--- src/rtl/l2_mstream_pkg.sv ---
// Shared types and helpers for the multi-stream L2 pointer block.
// Default geometry, the per-stream context struct and the window clamp.
package l2_mstream_pkg;

    function automatic int unsigned cnt_width(input int unsigned ncl);
        return $clog2(ncl + 1);
    endfunction

    function automatic int unsigned idx_width(input int unsigned n);
        return $clog2(n);
    endfunction

    localparam int unsigned ADDR_WIDTH = 64;
    localparam int unsigned CACHE_LINE = 128;
    localparam int unsigned L2_NCL     = 256;
    localparam int unsigned NSTRM      = 4;
    localparam int unsigned CLW        = idx_width(CACHE_LINE);
    localparam int unsigned NCL_W      = idx_width(L2_NCL);
    localparam int unsigned SID_W      = idx_width(NSTRM);
    localparam int unsigned CNT_W      = cnt_width(L2_NCL);

    typedef struct packed {
        logic                  act;
        logic [ADDR_WIDTH-1:0] ea;
        logic [ADDR_WIDTH-1:0] ea_e;
        logic [NCL_W-1:0]      clid;
        logic [CNT_W-1:0]      nval;
        logic [CNT_W-1:0]      nout;
        logic [CNT_W-1:0]      win;
    } strm_ctx_t;

    // A zero or oversized window means "use the whole per-stream L2 area".
    function automatic logic [CNT_W-1:0] win_clamp(input logic [CNT_W-1:0] w);
        if (w == '0 || w > CNT_W'(L2_NCL)) begin
            return CNT_W'(L2_NCL);
        end
        return w;
    endfunction

endpackage

--- src/rtl/l2_mstream_rr_arb.sv ---
// Round-robin arbiter: grant held while the winner waits, pointer advances past
// the winner on accept.
module l2_mstream_rr_arb #(
    parameter int unsigned n     = 4,
    parameter int unsigned sid_w = $clog2(n)
) (
    input  logic             clk,
    input  logic             reset,
    input  logic [n-1:0]     req,
    input  logic             ack,
    output logic             gnt_v_c,
    output logic [sid_w-1:0] gnt_sid_c
);

    logic [sid_w-1:0] ptr;
    logic [sid_w-1:0] lock_sid;
    logic [sid_w-1:0] pick;
    logic [sid_w-1:0] idx;
    logic             lock;
    logic             found;

    // First requester at or after the pointer, wrapping.
    always_comb begin
        pick  = ptr;
        idx   = ptr;
        found = 1'b0;
        for (int i = 0; i < n; i++) begin
            idx = ptr + sid_w'(i);
            if (!found && req[idx]) begin
                pick  = idx;
                found = 1'b1;
            end
        end
    end

    // A stalled winner stays eligible, so replaying its sid is always safe.
    assign gnt_v_c   = |req;
    assign gnt_sid_c = lock ? lock_sid : pick;

    always_ff @(posedge clk or negedge reset) begin
        if (!reset) begin
            ptr      <= '0;
            lock     <= 1'b0;
            lock_sid <= '0;
        end else begin
            lock     <= gnt_v_c & ~ack;
            lock_sid <= gnt_sid_c;
            if (ack) begin
                ptr <= gnt_sid_c + sid_w'(1);
            end
        end
    end

endmodule

--- src/rtl/l2_mstream_ptr.sv ---
// Multi-stream L2 pointer: per-stream EA/clid/counter contexts, round-robin host
// request issue and a registered URAM read-address port.
module l2_mstream_ptr
    import l2_mstream_pkg::*;
#(
    parameter int unsigned addr_width = ADDR_WIDTH,
    parameter int unsigned cache_line = CACHE_LINE,
    parameter int unsigned l2_ncl     = L2_NCL,
    parameter int unsigned nstrm      = NSTRM,
    parameter int unsigned clw        = idx_width(cache_line),
    parameter int unsigned ncl_w      = idx_width(l2_ncl),
    parameter int unsigned sid_w      = idx_width(nstrm),
    parameter int unsigned cnt_w      = cnt_width(l2_ncl)
) (
    input  logic                   clk,
    input  logic                   reset,
    input  logic                   i_rst_v,
    output logic                   i_rst_r,
    input  logic [sid_w-1:0]       i_rst_sid,
    input  logic [addr_width-1:0]  i_rst_ea_b,
    input  logic [addr_width-1:0]  i_rst_ea_e,
    input  logic [cnt_w-1:0]       i_rst_win,
    input  logic                   i_rd_v,
    output logic                   i_rd_r,
    input  logic [sid_w-1:0]       i_rd_sid,
    output logic                   o_addr_v,
    input  logic                   o_addr_r,
    output logic [sid_w+ncl_w-1:0] o_addr_ptr,
    output logic                   o_req_v,
    input  logic                   o_req_r,
    output logic [addr_width-1:0]  o_req_ea,
    output logic [sid_w-1:0]       o_req_sid,
    input  logic                   i_rsp_v,
    input  logic [sid_w-1:0]       i_rsp_sid,
    output logic                   i_rsp_r,
    output logic [nstrm-1:0]       o_end
);

    strm_ctx_t        ctx [nstrm];
    logic [nstrm-1:0] idle;
    logic [nstrm-1:0] elig;
    logic [nstrm-1:0] rst_hit;
    logic [nstrm-1:0] req_hit;
    logic [nstrm-1:0] rsp_hit;
    logic [nstrm-1:0] rd_hit;
    logic             rst_acc;
    logic             req_acc;
    logic             rd_acc;
    logic             arb_v;
    logic [sid_w-1:0] gnt;

    // Stream status; the sum is widened so a full window cannot wrap.
    always_comb begin
        idle = '0;
        elig = '0;
        for (int s = 0; s < nstrm; s++) begin
            idle[s] = ctx[s].act && (ctx[s].ea >= ctx[s].ea_e)
                      && (ctx[s].nout == '0) && (ctx[s].nval == '0);
            elig[s] = ctx[s].act && (ctx[s].ea < ctx[s].ea_e)
                      && (({1'b0, ctx[s].nval} + {1'b0, ctx[s].nout}) < {1'b0, ctx[s].win});
        end
    end

    l2_mstream_rr_arb #(
        .n     (nstrm),
        .sid_w (sid_w)
    ) u_arb (
        .clk       (clk),
        .reset     (reset),
        .req       (elig),
        .ack       (req_acc),
        .gnt_v_c   (arb_v),
        .gnt_sid_c (gnt)
    );

    assign i_rst_r   = ~ctx[i_rst_sid].act | idle[i_rst_sid];
    assign rst_acc   = i_rst_v & i_rst_r;
    assign i_rd_r    = ctx[i_rd_sid].act & (ctx[i_rd_sid].nval != '0) & (~o_addr_v | o_addr_r);
    assign rd_acc    = i_rd_v & i_rd_r;
    assign o_req_v   = arb_v;
    assign req_acc   = arb_v & o_req_r;
    assign o_req_sid = arb_v ? gnt : '0;
    assign o_req_ea  = arb_v ? ctx[gnt].ea : '0;
    assign i_rsp_r   = 1'b1;

    always_comb begin
        rst_hit = '0;
        req_hit = '0;
        rsp_hit = '0;
        rd_hit  = '0;
        rst_hit[i_rst_sid] = rst_acc;
        req_hit[gnt]       = req_acc;
        rsp_hit[i_rsp_sid] = i_rsp_v;
        rd_hit[i_rd_sid]   = rd_acc;
    end

    // Reset only lands on an inactive or idle stream, so it never races other updates.
    always_ff @(posedge clk or negedge reset) begin
        if (!reset) begin
            for (int s = 0; s < nstrm; s++) begin
                ctx[s] <= '0;
            end
        end else begin
            for (int s = 0; s < nstrm; s++) begin
                if (rst_hit[s]) begin
                    ctx[s].act  <= 1'b1;
                    ctx[s].ea   <= {i_rst_ea_b[addr_width-1:clw], clw'(0)};
                    ctx[s].ea_e <= i_rst_ea_e;
                    ctx[s].clid <= i_rst_ea_b[ncl_w+clw-1:clw];
                    ctx[s].nval <= '0;
                    ctx[s].nout <= '0;
                    ctx[s].win  <= win_clamp(i_rst_win);
                end else begin
                    if (req_hit[s]) begin
                        ctx[s].ea <= ctx[s].ea + addr_width'(cache_line);
                    end
                    if (rd_hit[s]) begin
                        ctx[s].clid <= ctx[s].clid + ncl_w'(1);
                    end
                    ctx[s].nout <= ctx[s].nout + cnt_w'(req_hit[s]) - cnt_w'(rsp_hit[s]);
                    ctx[s].nval <= ctx[s].nval + cnt_w'(rsp_hit[s]) - cnt_w'(rd_hit[s]);
                end
            end
        end
    end

    always_ff @(posedge clk or negedge reset) begin
        if (!reset) begin
            o_addr_v   <= 1'b0;
            o_addr_ptr <= '0;
            o_end      <= '0;
        end else begin
            if (rd_acc) begin
                o_addr_v   <= 1'b1;
                o_addr_ptr <= {i_rd_sid, ctx[i_rd_sid].clid};
            end else if (o_addr_r) begin
                o_addr_v <= 1'b0;
            end
            o_end <= idle;
        end
    end

endmodule

--- config.mk ---
export PLATFORM = sky130hd
export DESIGN_NAME = l2_mstream_ptr
export DESIGN_NICKNAME = d
export VERILOG_FILES = /design/src/rtl/l2_mstream_pkg.sv /design/src/rtl/l2_mstream_rr_arb.sv /design/src/rtl/l2_mstream_ptr.sv
export SDC_FILE = /design/constraint.sdc
export NUM_CORES = 2
export LEC_CHECK = 0
export BUFFER_PORTS_ARGS = -buffer_cell sky130_fd_sc_hd__clkbuf_2
export CORE_AREA = 2 2 346 348
export CTS_CLUSTER_DIAMETER = 150
export DETAILED_ROUTE_END_ITERATION = 8
export DIE_AREA = 0 0 348 350
export HOLD_SLACK_MARGIN = 0.02
export PLACE_DENSITY = 0.54
export RECOVER_POWER = 25
export SLEW_MARGIN = 10
export SYNTH_ARGS = -nofsm -noshare
export SYNTH_HDL_FRONTEND = slang
export SYNTH_SLANG_ARGS = --single-unit
--- constraint.sdc ---
create_clock -name clk -period 10 [get_ports clk]
set_input_delay 0.5 -clock clk [delete_from_list [all_inputs] [get_ports clk]]
set_output_delay 0.5 -clock clk [all_outputs]
set_load 0.05 [all_outputs]
# [Word-level counts from Yosys, hierarchy flattened]
# Cells that the tools add are included.
[totals] regBits=676 input_bits=150 word_cells=227
[op_classes] add_sub_neg=32 magnitude_cmp=28 muxes=64 bitwise_logic=18 reduce_logical=51
[ops] cell="164-bit binary-select mux with 2-bit select" count=3
[ops] cell="164-bit two-way mux" count=4
[ops] cell="64-bit two-way mux" count=9
[ops] cell="163-bit two-way mux" count=2
[ops] cell="64-bit by 8-bit adder with 64-bit output (second input constant)" count=4
[ops] cell="64-bit >= comparator" count=4
[ops] cell="64-bit < comparator" count=4
[ops] cell="26-bit two-way mux" count=4
[ops] cell="9-bit logical NOT" count=9
[ops] cell="9-bit by 1-bit adder with 9-bit output" count=8
[ops] cell="9-bit by 1-bit subtractor with 9-bit output" count=8
[ops] cell="9-bit two-way mux" count=5
[ops] cell="9-bit by 9-bit adder with 10-bit output" count=4
[ops] cell="10-bit by 9-bit < comparator with 1-bit output" count=4
[ops] cell="8-bit by 1-bit adder with 8-bit output (second input constant)" count=4
[ops] cell="8-bit two-way mux" count=4
[ops] cell="1-bit logical AND" count=27
[ops] cell="2-bit by 3-bit < comparator with 1-bit output (second input constant)" count=8
[ops] cell="1-bit two-way mux" count=19
[ops] cell="2-bit nonzero test" count=9
[ops] cell="4-bit bitwise AND" count=4
[ops] cell="1-bit binary-select mux with 2-bit select" count=5
[ops] cell="2-bit two-way mux" count=5
[ops] cell="3-bit >= comparator (second input constant)" count=3
[ops] cell="other kinds (13)" count=33

# [Logic depth before layout (Yosys ltp)]
[depth] word_depth=24 depth_mapped=40 mapped_depth_nobuf=37

# [Modules after synthesis]
# A second synthesis with hierarchy kept.
[hier_totals] cells_unflattened=4117 area_unflattened_um2=40675.3
[modules_own_cells] mod="l2_mstream_ptr" n_inst=1 cells_each=4087 area_each_um2=40378.7
[modules_own_cells] mod="l2_mstream_rr_arb" n_inst=1 cells_each=30 area_each_um2=296.5

# [Worst setup path after synthesis]
# Ideal clock, no wire load.
[synth_path] path_type="flip-flop to flip-flop" from="register ctx[501] in the netlist's numbering" to="register ctx[509] in the netlist's numbering" arrival_ns=6.895 t_required_ns=9.880 setup_slack_ns=2.986 stages_incl_launch_ff=38 path_buffers=4 path_cell_list="dfrtp_1 ha_1 fa_1 a21o_1 a21oi_1 o21bai_1 a21oi_1 o21bai_1 a21oi_1 xnor2_1 ha_1 nand2_1 o2111ai_1 or3_1 a41oi_1 nand3_1 mux2_2 a21o_1 [2 not listed] buf_2 ha_1 and2_1 clkbuf_1 buf_2 inv_1 ha_1 inv_1 ha_1 fa_1 a21oi_1 o21bai_1 a21oi_1 o21bai_1 a21oi_1 nor2_1 or3_1 and3_1"
[synth_between] elab_chain_len=24
[synth_lines] item="start, declared" line="l2_mstream_ptr.sv:39" source="strm_ctx_t ctx [nstrm];"
[synth_lines] item="9-bit by 9-bit adder with 10-bit output" line="l2_mstream_ptr.sv:60" source="&& (({1'b0, ctx[s].nval} + {1'b0, ctx[s].nout}) < {1'b0, ctx[s].win});"
[synth_lines] item="10-bit by 9-bit < comparator with 1-bit output" line="l2_mstream_ptr.sv:60"
[synth_lines] item="1-bit logical AND" line="l2_mstream_ptr.sv:60"
[synth_lines] item="1-bit binary-select mux with 2-bit select" line="l2_mstream_rr_arb.sv:29" source="if (!found && req[idx]) begin"
[synth_lines] item="1-bit two-way mux (implied by the code)" line="l2_mstream_rr_arb.sv:29"
[synth_lines] item="1-bit two-way mux" line="l2_mstream_rr_arb.sv:29"
[synth_lines] item="1-bit logical NOT" line="l2_mstream_rr_arb.sv:29"
[synth_lines] item="1-bit logical AND" line="l2_mstream_rr_arb.sv:29"
[synth_lines] item="[8 not listed]"
[synth_lines] item="2-bit by 3-bit < comparator with 1-bit output (implied by the code) or 2-bit by 1-bit >= comparator with 1-bit output (tied branches)" line="l2_mstream_ptr.sv:92" source="req_hit[gnt] = req_acc;"
[synth_lines] item="1-bit logical AND (implied by the code)" line="l2_mstream_ptr.sv:92"
[synth_lines] item="1-bit two-way mux (implied by the code)" line="l2_mstream_ptr.sv:92"
[synth_lines] item="1-bit demux with 2-bit select" line="l2_mstream_ptr.sv:92"
[synth_lines] item="4-bit bitwise AND (no source line)"
[synth_lines] item="9-bit by 1-bit adder with 9-bit output" line="l2_mstream_ptr.sv:120" source="ctx[s].nout <= ctx[s].nout + cnt_w'(req_hit[s]) - cnt_w'(rsp_hit[s]);"
[synth_lines] item="9-bit by 1-bit subtractor with 9-bit output" line="l2_mstream_ptr.sv:120"
[synth_lines] item="26-bit two-way mux *" line="l2_mstream_ptr.sv:105" source="if (rst_hit[s]) begin"
# Mark *: on every way between the ends. The rest lies on a longest branch, timed or not. The select of a mux whose other input is x is not followed.
# A chain may end at the register's enable or synchronous reset.

# [Worst setup path after layout]
[layout_path] from="register ctx[511] in the netlist's numbering" to="register ctx[17] in the netlist's numbering"
[layout_between] elab_chain_len=24
[layout_lines] item="9-bit by 9-bit adder with 10-bit output *" line="l2_mstream_ptr.sv:60"
[layout_lines] item="10-bit by 9-bit < comparator with 1-bit output *" line="l2_mstream_ptr.sv:60"
[layout_lines] item="1-bit logical AND *" line="l2_mstream_ptr.sv:60"
[layout_lines] item="1-bit binary-select mux with 2-bit select" line="l2_mstream_rr_arb.sv:29"
[layout_lines] item="1-bit two-way mux (implied by the code)" line="l2_mstream_rr_arb.sv:29"
[layout_lines] item="1-bit two-way mux" line="l2_mstream_rr_arb.sv:29"
[layout_lines] item="1-bit logical NOT" line="l2_mstream_rr_arb.sv:29"
[layout_lines] item="1-bit logical AND" line="l2_mstream_rr_arb.sv:29"
[layout_lines] item="[8 not listed]"
[layout_lines] item="net gnt[0]" line="l2_mstream_ptr.sv:50" source="logic [sid_w-1:0] gnt;"
[layout_lines] item="2-bit by 3-bit < comparator with 1-bit output (implied by the code) or 2-bit by 1-bit >= comparator with 1-bit output (tied branches)" line="l2_mstream_ptr.sv:92"
[layout_lines] item="1-bit logical AND (implied by the code)" line="l2_mstream_ptr.sv:92"
[layout_lines] item="1-bit two-way mux (implied by the code)" line="l2_mstream_ptr.sv:92"
[layout_lines] item="1-bit demux with 2-bit select *" line="l2_mstream_ptr.sv:92"
[layout_lines] item="4-bit bitwise AND (no source line) *"
[layout_lines] item="9-bit by 1-bit adder with 9-bit output *" line="l2_mstream_ptr.sv:120"
[layout_lines] item="9-bit by 1-bit subtractor with 9-bit output *" line="l2_mstream_ptr.sv:120"
[layout_lines] item="26-bit two-way mux *" line="l2_mstream_ptr.sv:105"
# The timed path passes the listed nets; every way through them passes the cells marked *. The select of a mux whose other input is x is not followed.

==> results.rst <==
.. list-table::
   :header-rows: 1

   * - Metric
     - Value
   * - Max-cap violation count
     - 4
   * - Most frequent cell on the critical path
     - a21oi_1
   * - Total clock sinks
     - ~650
   * - Most frequently used flop master after synthesis
     - dfrtp_1
   * - Post-route clock skew
     - between 0.02 and 0.03 ns
   * - Setup CP Type
     - reg -> reg
   * - Number of nets in the final layout
     - approximately 5200
   * - Max Buffers Root-to-Sink
     - 3
   * - Setup TNS Final
     - 0 ns
   * - Synthesized cell area
     - around 41000 µm²
   * - Clock slew seen by the registers of the worst setup and hold paths
     - 0.06 ns
   * - Min Tclk post-route
     - around 8 ns
   * - Vias/cell
     - roughly 5.2
   * - Most common cell after layout, fill and taps aside
     - dfrtp_1
   * - Critical path startpoint category
     - flip-flop
   * - Number of synthesized flops with an enable pin
     - 0
   * - Clock H-tree levels
     - 3
   * - Cell at the slowest stage of the critical path
     - buf_4
   * - Final critical-path share of the clock period
     - 81.8%
   * - Run status
     - finished with violations
   * - Root buffer selected by CTS
     - clkbuf_16
   * - # IOs
     - ~240
   * - Wire length of the first global-routing pass
     - ~200000 µm
   * - Setup repair bufs after CTS
     - 0
   * - Iteration count of the initial detailed-routing pass
     - 5
   * - Area delta synth->final
     - 12.7%
   * - FF+latch count, synth
     - 648
   * - Placeable core region
     - about 120000 µm²
   * - Final routed DRC violation total
     - 0
   * - Effective utilization at floorplan
     - about a third
   * - GRT overflow
     - 0
   * - Total count of hold-check failures in the final report
     - 0
   * - Leak Pwr
     - 21.3 nW
   * - Instance count after placement with tap cells included
     - a little over 6000
   * - Number of global-route vias before repair
     - ~32000
   * - VDD IR max
     - 0.000541 V
   * - Post-detailed-placement half-perimeter wirelength
     - approximately 95000 µm
   * - First-iteration detailed-routing DRC count
     - 2100
   * - Number of distinct standard cells referenced by the synthesized netlist
     - between 80 and 90
   * - Average detailed-routed wire length per instance
     - between 20 and 25 µm
   * - Max Fclk
     - 122 MHz
   * - Die span in x
     - between 300 and 400 µm
   * - Arrival time at the worst endpoint
     - between 8 and 9 ns
   * - Post-CTS sizing
     - 0
   * - # fillers
     - approximately 12000
   * - Category of the worst setup path capture point
     - flip-flop
   * - Routed Antenna Nets
     - 0
   * - Count of buffers inserted at the top-level ports
     - between 200 and 250
   * - Reg power frac
     - roughly a quarter
   * - Final count of negative-setup-slack endpoints
     - 0
   * - Initial antenna violation count
     - 18
   * - Cts bufs inserted
     - just under 80
   * - Post-synth top area cell
     - dfrtp_1
   * - Hold buffer count at CTS
     - 2
   * - Pint
     - a little under 8 mW
   * - Maximum number of pins on one net before global-route repair
     - around 220
   * - Switching pwr
     - between 7 and 8 mW
   * - Delay of the slowest critical-path stage
     - 0.73 ns
   * - Total via count after detailed routing
     - 32100
   * - Dominant cells by area after synthesis
     - dfrtp_1 40%, ha_1 12%, xnor2_1 5.3%
   * - Most used cells in the layout excluding fill and tap cells
     - 648 x dfrtp_1, 436 x nand2_1, 423 x inv_1
   * - RSZ-0062 raised after global routing
     - no
   * - Portion of synthesized cell area occupied by the leading cell type
     - between 30 and 40%
   * - Die outline area
     - around 120000 µm²
   * - Failing checks
     - max-capacitance violations, max-slew violations
   * - Slew margin rel.
     - -178%
   * - Pwr dens
     - around 330 nW/µm²
   * - Combinational group share of total power
     - 57.3%
   * - Clock Latency Late Sink
     - approximately 0.66 ns
   * - Syn avg cell area
     - about 9.3 µm²
   * - Synthesized instance count
     - approximately 4400
   * - Endpoint required time on the critical path
     - about 11 ns
   * - # rows
     - 126
   * - Post-layout total power
     - 15.2 mW
   * - Total global-route track usage
     - about a fifth
   * - Maximum fanout along the worst path
     - 53
   * - DIE HEIGHT
     - about 350 µm
   * - Share of synthesized area occupied by flip-flops and latches
     - 39.5%
   * - Share of synthesized registers carrying an async set or reset
     - 100%
   * - Slew at the pin with the worst max-slew slack
     - between 4 and 5 ns
   * - Path category of the worst min-delay check
     - in -> reg
   * - Clock network fraction of design power
     - 19.2%
   * - Final Wtd Congestion
     - between 0.8 and 0.9
   * - TritonCTS clock tree
     - built
   * - Switching power as a share of total power
     - a little under half
   * - Fraction of layout cells with a size suffix above 1
     - 11.2%
   * - Max Transition Viols Final
     - between 400 and 500
   * - Count of yosys warnings during synthesis
     - 0
   * - Overall routed net length
     - about 130000 µm
   * - Fin cells
     - approximately 6200
## final timing paths
kind	startpoint	to	slack, ns	cells after the start
hold reg to reg	ctx[494]	ctx[494]	0.48	2
setup / recovery	ctx[511]	ctx[17]	1.82	38
min in group asynchronous	reset	ctx[61]	1.58	2
setup reg to reg	ctx[511]	ctx[17]	1.82	38
hold / removal	i_rst_ea_e[0]	ctx[363]	0.12	3
max in group asynchronous	reset	ctx[505]	2.66	4
## sequential cells by signal, indices dropped and copies added, names as in the netlist
name / cells
u_arb.lock: 1
o_addr_v: 1
u_arb.lock_sid: 2
o_end: 4
o_addr_ptr: 10
u_arb.ptr: 2
ctx: 628
## metrics by stage
stage	area (µm²)	utilization, %	hold WS [ns]	worst slack, ns
2_1_floorplan	41000	-	0.204	2.99
3_5_place_dp	43700	37.1	0.468	1.86
3_3_place_gp	43700	37.1	0.463	1.94
4_1_cts	46300	39.3	0.0790	1.83
6_report	46200	39.2	0.117	1.82
5_1_grt	46200	39.2	0.102	1.22
## synthesized netlist by cell type (32+ instances only)
library cell / n
inv_1: 423
dfrtp_1: 648
mux2i_1: 122
xor2_1: 93
ha_1: 405
and3_1: 32
mux2_1: 37
mux2_2: 111
o21ai_0: 276
a21o_1: 53
nand3_1: 113
a21oi_1: 344
o22ai_1: 57
clkbuf_1: 98
buf_2: 65
nor2_1: 303
and2_1: 43
nor4_1: 39
nor3_1: 101
xnor2_1: 246
o21bai_1: 42
nand2_1: 437
nand4_1: 109
## cell type report
cell class	instances	area [µm²]	share of cell area, %
clock inverter	28	275	0.596
clock buffer	114	2320	5.02
tap	1536	1920	4.16
sequential	648	16200	35.1
antenna	7	17.5	0.0379
timing repair buffer	258	1430	3.09
inverter	423	1590	3.44
multi-input combinational	3185	22500	48.6
## routing by layer
layer	GRT usage (%)	wire, µm	share of wire, %	vias up
met5	0	99	0.077	-
met4	5.93	3610	2.8	16
met3	2.98	6930	5.4	182
met2	34.8	59700	47	742
met1	28.4	57600	45	15500
li1	-	-	-	15600
## power groups by stage
stage	Combinational (mW)	Sequential, mW	Clock [mW]
2_1_floorplan	6.54	3.48	0
3_3_place_gp	8.59	3.62	0
3_5_place_dp	8.70	3.63	0
4_1_cts	8.75	3.59	2.99
5_1_grt	9.52	3.65	3.09
6_report	8.71	3.58	2.91
## critical path, delay by kind of cell (launching register included)
family / cells / cell delay (ns)
xor+xnor: 2 / 0.27
fa+ha+maj: 6 / 1.60
buf+inv: 4 / 1.16
simple gates: 10 / 1.45
mux: 1 / 0.36
compound gates: 15 / 2.72
flops: 1 / 0.46
## kinds of logic after synthesis
group                    count (synthesis)  share of synthesized area, %
buffers and inverters                  605                          5.90
AO/OA/AOI/OAI                          855                          11.9
XOR/XNOR                               339                          7.24
adder cells (fa/ha/maj)                417                          12.9
multiplexers                           279                          7.54
AND/OR/NAND/NOR                       1287                          15.0
other                                    2                        0.0183
flip-flops                             648                          39.5
No activity file was read; power rests on OpenSTA's default activity.
